$ cat config.mk
export PLATFORM = sky130hd
export DESIGN_NAME = alu_arbiter
export DESIGN_NICKNAME = d
export VERILOG_FILES = /design/src/rtl/alu_arbiter_pkg.sv /design/src/rtl/alu_arbiter_rr.sv /design/src/rtl/alu_arbiter.sv
export SDC_FILE = /design/constraint.sdc
export NUM_CORES = 1
export LEC_CHECK = 0
export BUFFER_PORTS_ARGS = -buffer_cell sky130_fd_sc_hd__buf_2
export CORE_MARGIN = 2
export CORE_UTILIZATION = 46
export CTS_CLUSTER_DIAMETER = 50
export DETAILED_ROUTE_END_ITERATION = 8
export PLACE_DENSITY_LB_ADDON = 0.15
export SKIP_LAST_GASP = 1
export SLEW_MARGIN = 20
export SYNTH_ARGS = -nofsm -noshare
export SYNTH_HDL_FRONTEND = slang
export SYNTH_SLANG_ARGS = --single-unit
$ cat constraint.sdc
create_clock -name clk -period 4.27 [get_ports clk]
set_input_delay 0.427 -clock clk [delete_from_list [all_inputs] [get_ports clk]]
set_output_delay 0.427 -clock clk [all_outputs]
set_load 0.05 [all_outputs]
$ cat src/rtl/alu_arbiter_pkg.sv
// Shared widths, opcodes, flag indices and FSM states
// for the two-requester ALU sequencer.
package alu_arbiter_pkg;

  localparam int OPSIZE   = 4;
  localparam int ALUWIDTH = 16;
  localparam int NUMFLAGS = 4;

  localparam logic [OPSIZE-1:0] OP_ADD = 4'd0;
  localparam logic [OPSIZE-1:0] OP_SUB = 4'd1;
  localparam logic [OPSIZE-1:0] OP_CMP = 4'd2;
  localparam logic [OPSIZE-1:0] OP_AND = 4'd3;
  localparam logic [OPSIZE-1:0] OP_OR  = 4'd4;
  localparam logic [OPSIZE-1:0] OP_LS  = 4'd5;
  localparam logic [OPSIZE-1:0] OP_RS  = 4'd6;

  localparam int FLAG_N = 0;
  localparam int FLAG_Z = 1;
  localparam int FLAG_V = 2;
  localparam int FLAG_C = 3;

  typedef enum logic [1:0] {
    ST_IDLE = 2'd0,
    ST_EXEC = 2'd1,
    ST_RESP = 2'd2
  } state_t;

endpackage

$ cat src/rtl/alu_arbiter_rr.sv
// Two-way round-robin grant; the pointer names the
// requester that wins when both are valid.
module rr_arbiter2 (
  input  logic valid0,
  input  logic valid1,
  input  logic rr_ptr,
  output logic grant,
  output logic grant_id
);

  always_comb begin
    grant    = valid0 | valid1;
    grant_id = 1'b0;
    unique case (1'b1)
      (valid0 && valid1): grant_id = rr_ptr;
      (valid1 && !valid0): grant_id = 1'b1;
      default: grant_id = 1'b0;
    endcase
  end

endmodule

$ cat src/rtl/alu_arbiter.sv
// Shares one external combinational ALU between two
// requesters and owns the {C V Z N} flag register.
module alu_arbiter
  import alu_arbiter_pkg::*;
(
  input  logic                clk,
  input  logic                reset,
  input  logic                req0_valid,
  output logic                req0_ready,
  input  logic [OPSIZE-1:0]   req0_opcode,
  input  logic [ALUWIDTH-1:0] req0_in1,
  input  logic [ALUWIDTH-1:0] req0_in2,
  input  logic                req0_setflags,
  input  logic                req1_valid,
  output logic                req1_ready,
  input  logic [OPSIZE-1:0]   req1_opcode,
  input  logic [ALUWIDTH-1:0] req1_in1,
  input  logic [ALUWIDTH-1:0] req1_in2,
  input  logic                req1_setflags,
  output logic                resp_valid,
  input  logic                resp_ready,
  output logic                resp_id,
  output logic [ALUWIDTH-1:0] resp_out,
  output logic [NUMFLAGS-1:0] resp_flags,
  output logic [NUMFLAGS-1:0] flags_q,
  output logic [OPSIZE-1:0]   alu_opcode,
  output logic [ALUWIDTH-1:0] alu_in1,
  output logic [ALUWIDTH-1:0] alu_in2,
  input  logic [ALUWIDTH-1:0] alu_out,
  input  logic [NUMFLAGS-1:0] alu_flags
);

  state_t r_state;
  state_t w_next;

  logic                r_rr;
  logic                r_id;
  logic                r_sf;
  logic [OPSIZE-1:0]   r_op;
  logic [ALUWIDTH-1:0] r_in1;
  logic [ALUWIDTH-1:0] r_in2;
  logic                r_rv;
  logic                r_rid;
  logic [ALUWIDTH-1:0] r_rout;
  logic [NUMFLAGS-1:0] r_rfl;
  logic [NUMFLAGS-1:0] r_flags;

  logic w_grant;
  logic w_gid;
  logic w_take;

  rr_arbiter2 u_arb (
    .valid0   (req0_valid),
    .valid1   (req1_valid),
    .rr_ptr   (r_rr),
    .grant    (w_grant),
    .grant_id (w_gid)
  );

  // Ready is masked during reset so no request is
  // acknowledged while the registers are being cleared.
  assign w_take = (r_state == ST_IDLE) && w_grant && !reset;

  assign req0_ready = w_take && !w_gid;
  assign req1_ready = w_take &&  w_gid;

  assign resp_valid = r_rv;
  assign resp_id    = r_rid;
  assign resp_out   = r_rout;
  assign resp_flags = r_rfl;
  assign flags_q    = r_flags;
  assign alu_opcode = r_op;
  assign alu_in1    = r_in1;
  assign alu_in2    = r_in2;

  always_ff @(posedge clk or posedge reset) begin
    if (reset) r_state <= ST_IDLE;
    else       r_state <= w_next;
  end

  always_comb begin
    w_next = r_state;
    unique case (r_state)
      ST_IDLE: if (w_grant) w_next = ST_EXEC;
      ST_EXEC: w_next = ST_RESP;
      ST_RESP: if (resp_ready) w_next = ST_IDLE;
      default: w_next = ST_IDLE;
    endcase
  end

  always_ff @(posedge clk or posedge reset) begin
    if (reset) begin
      r_rr    <= 1'b0;
      r_id    <= 1'b0;
      r_sf    <= 1'b0;
      r_op    <= '0;
      r_in1   <= '0;
      r_in2   <= '0;
      r_rv    <= 1'b0;
      r_rid   <= 1'b0;
      r_rout  <= '0;
      r_rfl   <= '0;
      r_flags <= '0;
    end else begin
      if (w_take) begin
        r_op  <= w_gid ? req1_opcode   : req0_opcode;
        r_in1 <= w_gid ? req1_in1      : req0_in1;
        r_in2 <= w_gid ? req1_in2      : req0_in2;
        r_sf  <= w_gid ? req1_setflags : req0_setflags;
        r_id  <= w_gid;
        r_rr  <= ~w_gid;
      end
      if (r_state == ST_EXEC) begin
        r_rout <= alu_out;
        r_rfl  <= alu_flags;
        r_rid  <= r_id;
        r_rv   <= 1'b1;
        if (r_sf) r_flags <= alu_flags;
      end
      if (r_state == ST_RESP && resp_ready) r_rv <= 1'b0;
    end
  end

endmodule
Word level (Yosys, flattened, before mapping)
Cells that the tools add are included.
- bits in registers: 67
- output and inout bits: 64
- equality and inequality tests: 4
- mux-type cells: 10
- bitwise operators: 2
- reduce and logical (&&, ||, !) cells: 14
- operators by type and width (kind ; number):
    $mux W16 ; 2
    $logic_and A1 B1 Y1 ; 7
    $pmux W2 S3 ; 1
    $mux W2 ; 2
    $mux W4 ; 1
    $ne A2 B2 Y1 const B ; 2
    $reduce_and A2 Y1 ; 2
    $logic_not A1 Y1 ; 3
    $mux W1 ; 3
    $eq A2 B1 Y1 const B ; 1
    $eq A2 B2 Y1 const B ; 1
    $logic_not A2 Y1 ; 1
    $pmux W1 S2 ; 1
    $reduce_bool A2 Y1 ; 1
    $not A1 Y1 ; 1
    $or A1 B1 Y1 ; 1

Logic depth before layout (Yosys ltp)
- depth after elaboration: 5
- gate-level depth with buffers: 5

By module
Synthesis repeated with hierarchy kept, for this count alone.
- cell total of the unflattened synthesis: 195
- area total of the unflattened synthesis: 3004.1 um2
- modules (own cells, without submodules) (module ; times used ; cells each ; area each (um2)):
    alu_arbiter ; 1 ; 192 ; 2986.6
    rr_arbiter2 ; 1 ; 3 ; 17.5

Worst setup path before layout
No wires, ideal clock.
- path type: register to output
- from: register r_state[0]
- to: output port req0_ready
- arrival time: 1.441 ns
- data required time: 3.843 ns
- setup slack: 2.402 ns
- stages on the path, launching flop included: 4
- path through: dfrtp_1 nor3_1 and3_1 clkbuf_1
- longest elaborated chain between the ends: 4
- ends and longest elaborated chain (what ; RTL line ; text):
    from (decl) ; alu_arbiter.sv:33 ; state_t r_state;
    from (signal assigned) ; alu_arbiter.sv:78 ; else r_state <= w_next;
    $logic_not A2 Y1 ; alu_arbiter.sv:62 ; assign w_take = (r_state == ST_IDLE) && w_grant && !reset;
    $logic_and A1 B1 Y1 (2 in a row) ; alu_arbiter.sv:62 ;
    $logic_and A1 B1 Y1 ; alu_arbiter.sv:64 ; assign req0_ready = w_take && !w_gid;
    to (decl) ; alu_arbiter.sv:9 ; output logic req0_ready,
Every way passes these cells.

Worst setup path after layout
- from: register r_state[1]
- to: output port req1_ready
- longest elaborated chain between the ends: 4
- ends and longest elaborated chain (what ; RTL line ; text):
    $logic_not A2 Y1 ; alu_arbiter.sv:62 ;
    $logic_and A1 B1 Y1 (2 in a row) ; alu_arbiter.sv:62 ;
    $logic_and A1 B1 Y1 ; alu_arbiter.sv:65 ; assign req1_ready = w_take && w_gid;
    to (decl) ; alu_arbiter.sv:15 ; output logic req1_ready,
Every way passes these cells.

==> metrics.csv <==
stage,metric,value,unit
global_routing,pin count of the biggest net entering global routing,41,
cts,CTS resizes,0,
cells_and_area,P&R area growth vs syn,35.4,%
power_and_ir_drop,P_leak,1.95,nW
worst_setup_path,Worst setup SP type,flop,
worst_setup_path,FF-to-FF Start,r_state[1],
worst_setup_path,Reg2Reg Depth,4,
timing,Final setup viols,0,
floorplanning,Die ar.,6820,um2
route,Total Wirelength,6980,um
hold_path,hold crit path type,input port to asynchronous set/reset pin,
route,DR iter-0 viols,134,
route,DRC Markers,0,
global_routing,initial antenna violation count,0,
worst_setup_path,Critical Path Slowest Stage Cell,or3_4,
worst_setup_path,RR Endpoint,alu_opcode[0],
timing,Fmax,0.352,GHz
worst_setup_path,flop-to-flop setup slack,2.22,ns
timing,final period utilization,66.6,%
timing,Final min period,2.84,ns
logic_synthesis,synth unique cells,19,
timing,endpoints failing hold,0,
route,Via density,5.33,
worst_setup_path,CP Capture Type,output port,
timing,Worst-Margin Slew,1.01,ns
logic_synthesis,"Seq/Total Area, Yosys",59.0,%
placement,global placer's final weighted congestion,0.806,
cts,CTS tree,built,
power_and_ir_drop,peak supply drop,0.559,mV
floorplanning,Die Height,82.6,um
worst_setup_path,CP Data Required Time,3.84,ns
timing,Slew Limit Fails,0,
timing,Worst Clk Skew,0.00669,ns
timing,setup TNS,0,ns
timing,Slew HR,32.8,%
worst_setup_path,crit-path cells,"or3_4, a211oi_4, buf_4, buf_2",
global_routing,via count of the first global-routing pass,2250,
floorplanning,initial core utilization,47.7,%
cells_and_area,antenna fix cells,0,
logic_synthesis,number of synthesized register bits,67,
worst_setup_path,CP max stage delay,0.60,ns
cts,Inserted Clock Buffers,9,
cells_and_area,Finished Core Util,64.6,%
job,Max Cap Viol,0,
floorplanning,Ports,163,
cts,Post-CTS Setup Repair Bufs,0,
worst_setup_path,CP arrival,2.42,ns
route,DR WL/cell,15.6,um
placement,HPWL after detailed placement,5020,um
cts,clock latency at the later pin of the worst-skew pair,0.33,ns
logic_synthesis,Ys Warns,0,
floorplanning,Core ar.,5960,um2
cts,"Clk pin slew, worst setup/hold paths",0.07,ns
cells_and_area,fraction of layout instances using a drive strength above 1,56.3,%
worst_setup_path,cell family with most CP delay,buffers and inverters,
route,Vias,2377,
status,status,"complete, no violations",
cts,hold buffers post-CTS,0,
worst_setup_path,Crit Path Max Fanout,39,
cells_and_area,# nets final,465,
global_routing,Total Routing Usage GR,20.6,%
floorplanning,Std-Cell Rows,28,
logic_synthesis,Synth Area per Inst,13.7,um2
logic_synthesis,synthesized area,2840,um2
power_and_ir_drop,power per cell area,951,nW/um2
cells_and_area,fill count,490,
cts,clock sinks,67,
cts,Clock Path Buffers,2,
timing,unrepaired setup endpoints after global routing,false,
global_routing,GRT overflow,0,
cts,CTS HTree Levels,3,
placement,IO buf count,162,
cts,clock root cell,clkbuf_8,
route,Pre-Repair DR Iteration Count,4,
route,Post-DRT Antenna Nets,0,
worst_setup_path,worst path bufs/invs,2,
logic_synthesis,cells after synthesis,208,
worst_setup_path,WS Path Type,flop to output port,
floorplanning,Die Wd,82.6,um
global_routing,first-pass GRT wire length,10400,um
logic_synthesis,Mapped Nets,307,
==> worst max-delay path by stage <==
stage / to / depth (start not counted) / start
4_1_cts: req1_ready / 4 / r_state[1]
3_3_place_gp: req1_ready / 5 / reset
6_report: req1_ready / 4 / r_state[1]
2_1_floorplan: alu_in1[0] / 1 / reset
5_1_grt: req1_ready / 4 / r_state[0]
3_5_place_dp: req1_ready / 5 / reset
==> where the power goes <==
group | switching (mW) | internal [mW] | leakage, nW
Combinational | 1.45 | 0.628 | 1.06
Clock | 0.225 | 0.241 | 0.0884
Sequential | 0.173 | 0.947 | 0.810
==> Yosys cell counts, drive strengths merged <==
library cell | n | area (um2)
nor3 | 2 | 10.0
buf | 11 | 88.8
inv | 5 | 18.8
nand2b | 2 | 12.5
a221o | 37 | 370
o21a | 37 | 278
or3 | 1 | 11.3
nand2 | 3 | 11.3
a211oi | 1 | 12.5
dfrtp | 67 | 1680
clkbuf | 8 | 30.0
mux2 | 24 | 270
and3 | 1 | 6.26
nand3b | 1 | 7.51
nor2 | 1 | 3.75
a21oi | 4 | 20.0
o21ai | 3 | 15.0
==> cells by family after synthesis <==
family	after synthesis	share of synthesized area (%)
buffers and inverters	24	4.84
AOI/OAI and AO/OA	82	24.5
muxes	24	9.51
DFF	67	59.0
and+or+nand+nor	11	2.20
==> area by class of cell <==
| type | count | area [um2] | area share [%] |
|---|---|---|---|
| inverters | 5 | 18.8 | 0.488 |
| repair buffers | 166 | 841 | 21.8 |
| multi-input cells | 117 | 1040 | 27.0 |
| well taps | 75 | 93.8 | 2.44 |
| clock buffers | 12 | 155 | 4.03 |
| clock inverters | 4 | 25.0 | 0.650 |
| flip-flops and latches | 67 | 1680 | 43.6 |
==> flip-flops by register name, summed over array words and instances, names as in the netlist <==
| name | count |
|---|---|
| alu_in1 | 16 |
| alu_in2 | 16 |
| resp_out | 16 |
| alu_opcode | 4 |
| flags_q | 4 |
| resp_flags | 4 |
| r_state | 2 |
| r_id | 1 |
| r_rr | 1 |
| r_sf | 1 |
| resp_id | 1 |
| resp_valid | 1 |
==> per-stage QoR <==
stage	area [um2]	instances	hold WS [ns]	total power, mW	worst slack (ns)
2_1_floorplan	2840	208	0.478	2.76	2.16
3_3_place_gp	3670	430	0.465	3.18	1.72
3_5_place_dp	3670	430	0.490	3.22	1.74
4_1_cts	3850	446	0.184	3.69	1.42
5_1_grt	3850	446	0.219	3.86	1.34
6_report	3850	446	0.180	3.66	1.43
==> worst reg2reg max path, cell delays in order, from the launching register on <==
cell and delay, ns:
dfrtp_1 0.46, or3_4 0.60, a211oi_4 0.27, buf_4 0.40, a221o_1 0.26
==> cells in the final DEF, fill, tap and decap left out, types with 3 or more instances in the layout <==
cell | netlist | routed
a21oi_1 | 4 | 4
a221o_1 | 37 | 37
buf_2 | 5 | 162
buf_4 | 1 | 4
clkbuf_8 | 0 | 11
dfrtp_1 | 67 | 67
inv_1 | 5 | 4
mux2_2 | 24 | 24
nand2_1 | 3 | 3
o21a_1 | 37 | 37
o21ai_0 | 3 | 3
==> metal layers <==
layer / routed length (um) / GRT usage, %
met1: 2880 / 25.6
met2: 3450 / 33.9
met3: 491 / 4.35
met4: 154 / 11.0
met5: 0 / 0
No activity file was read; power rests on OpenSTA's default activity.
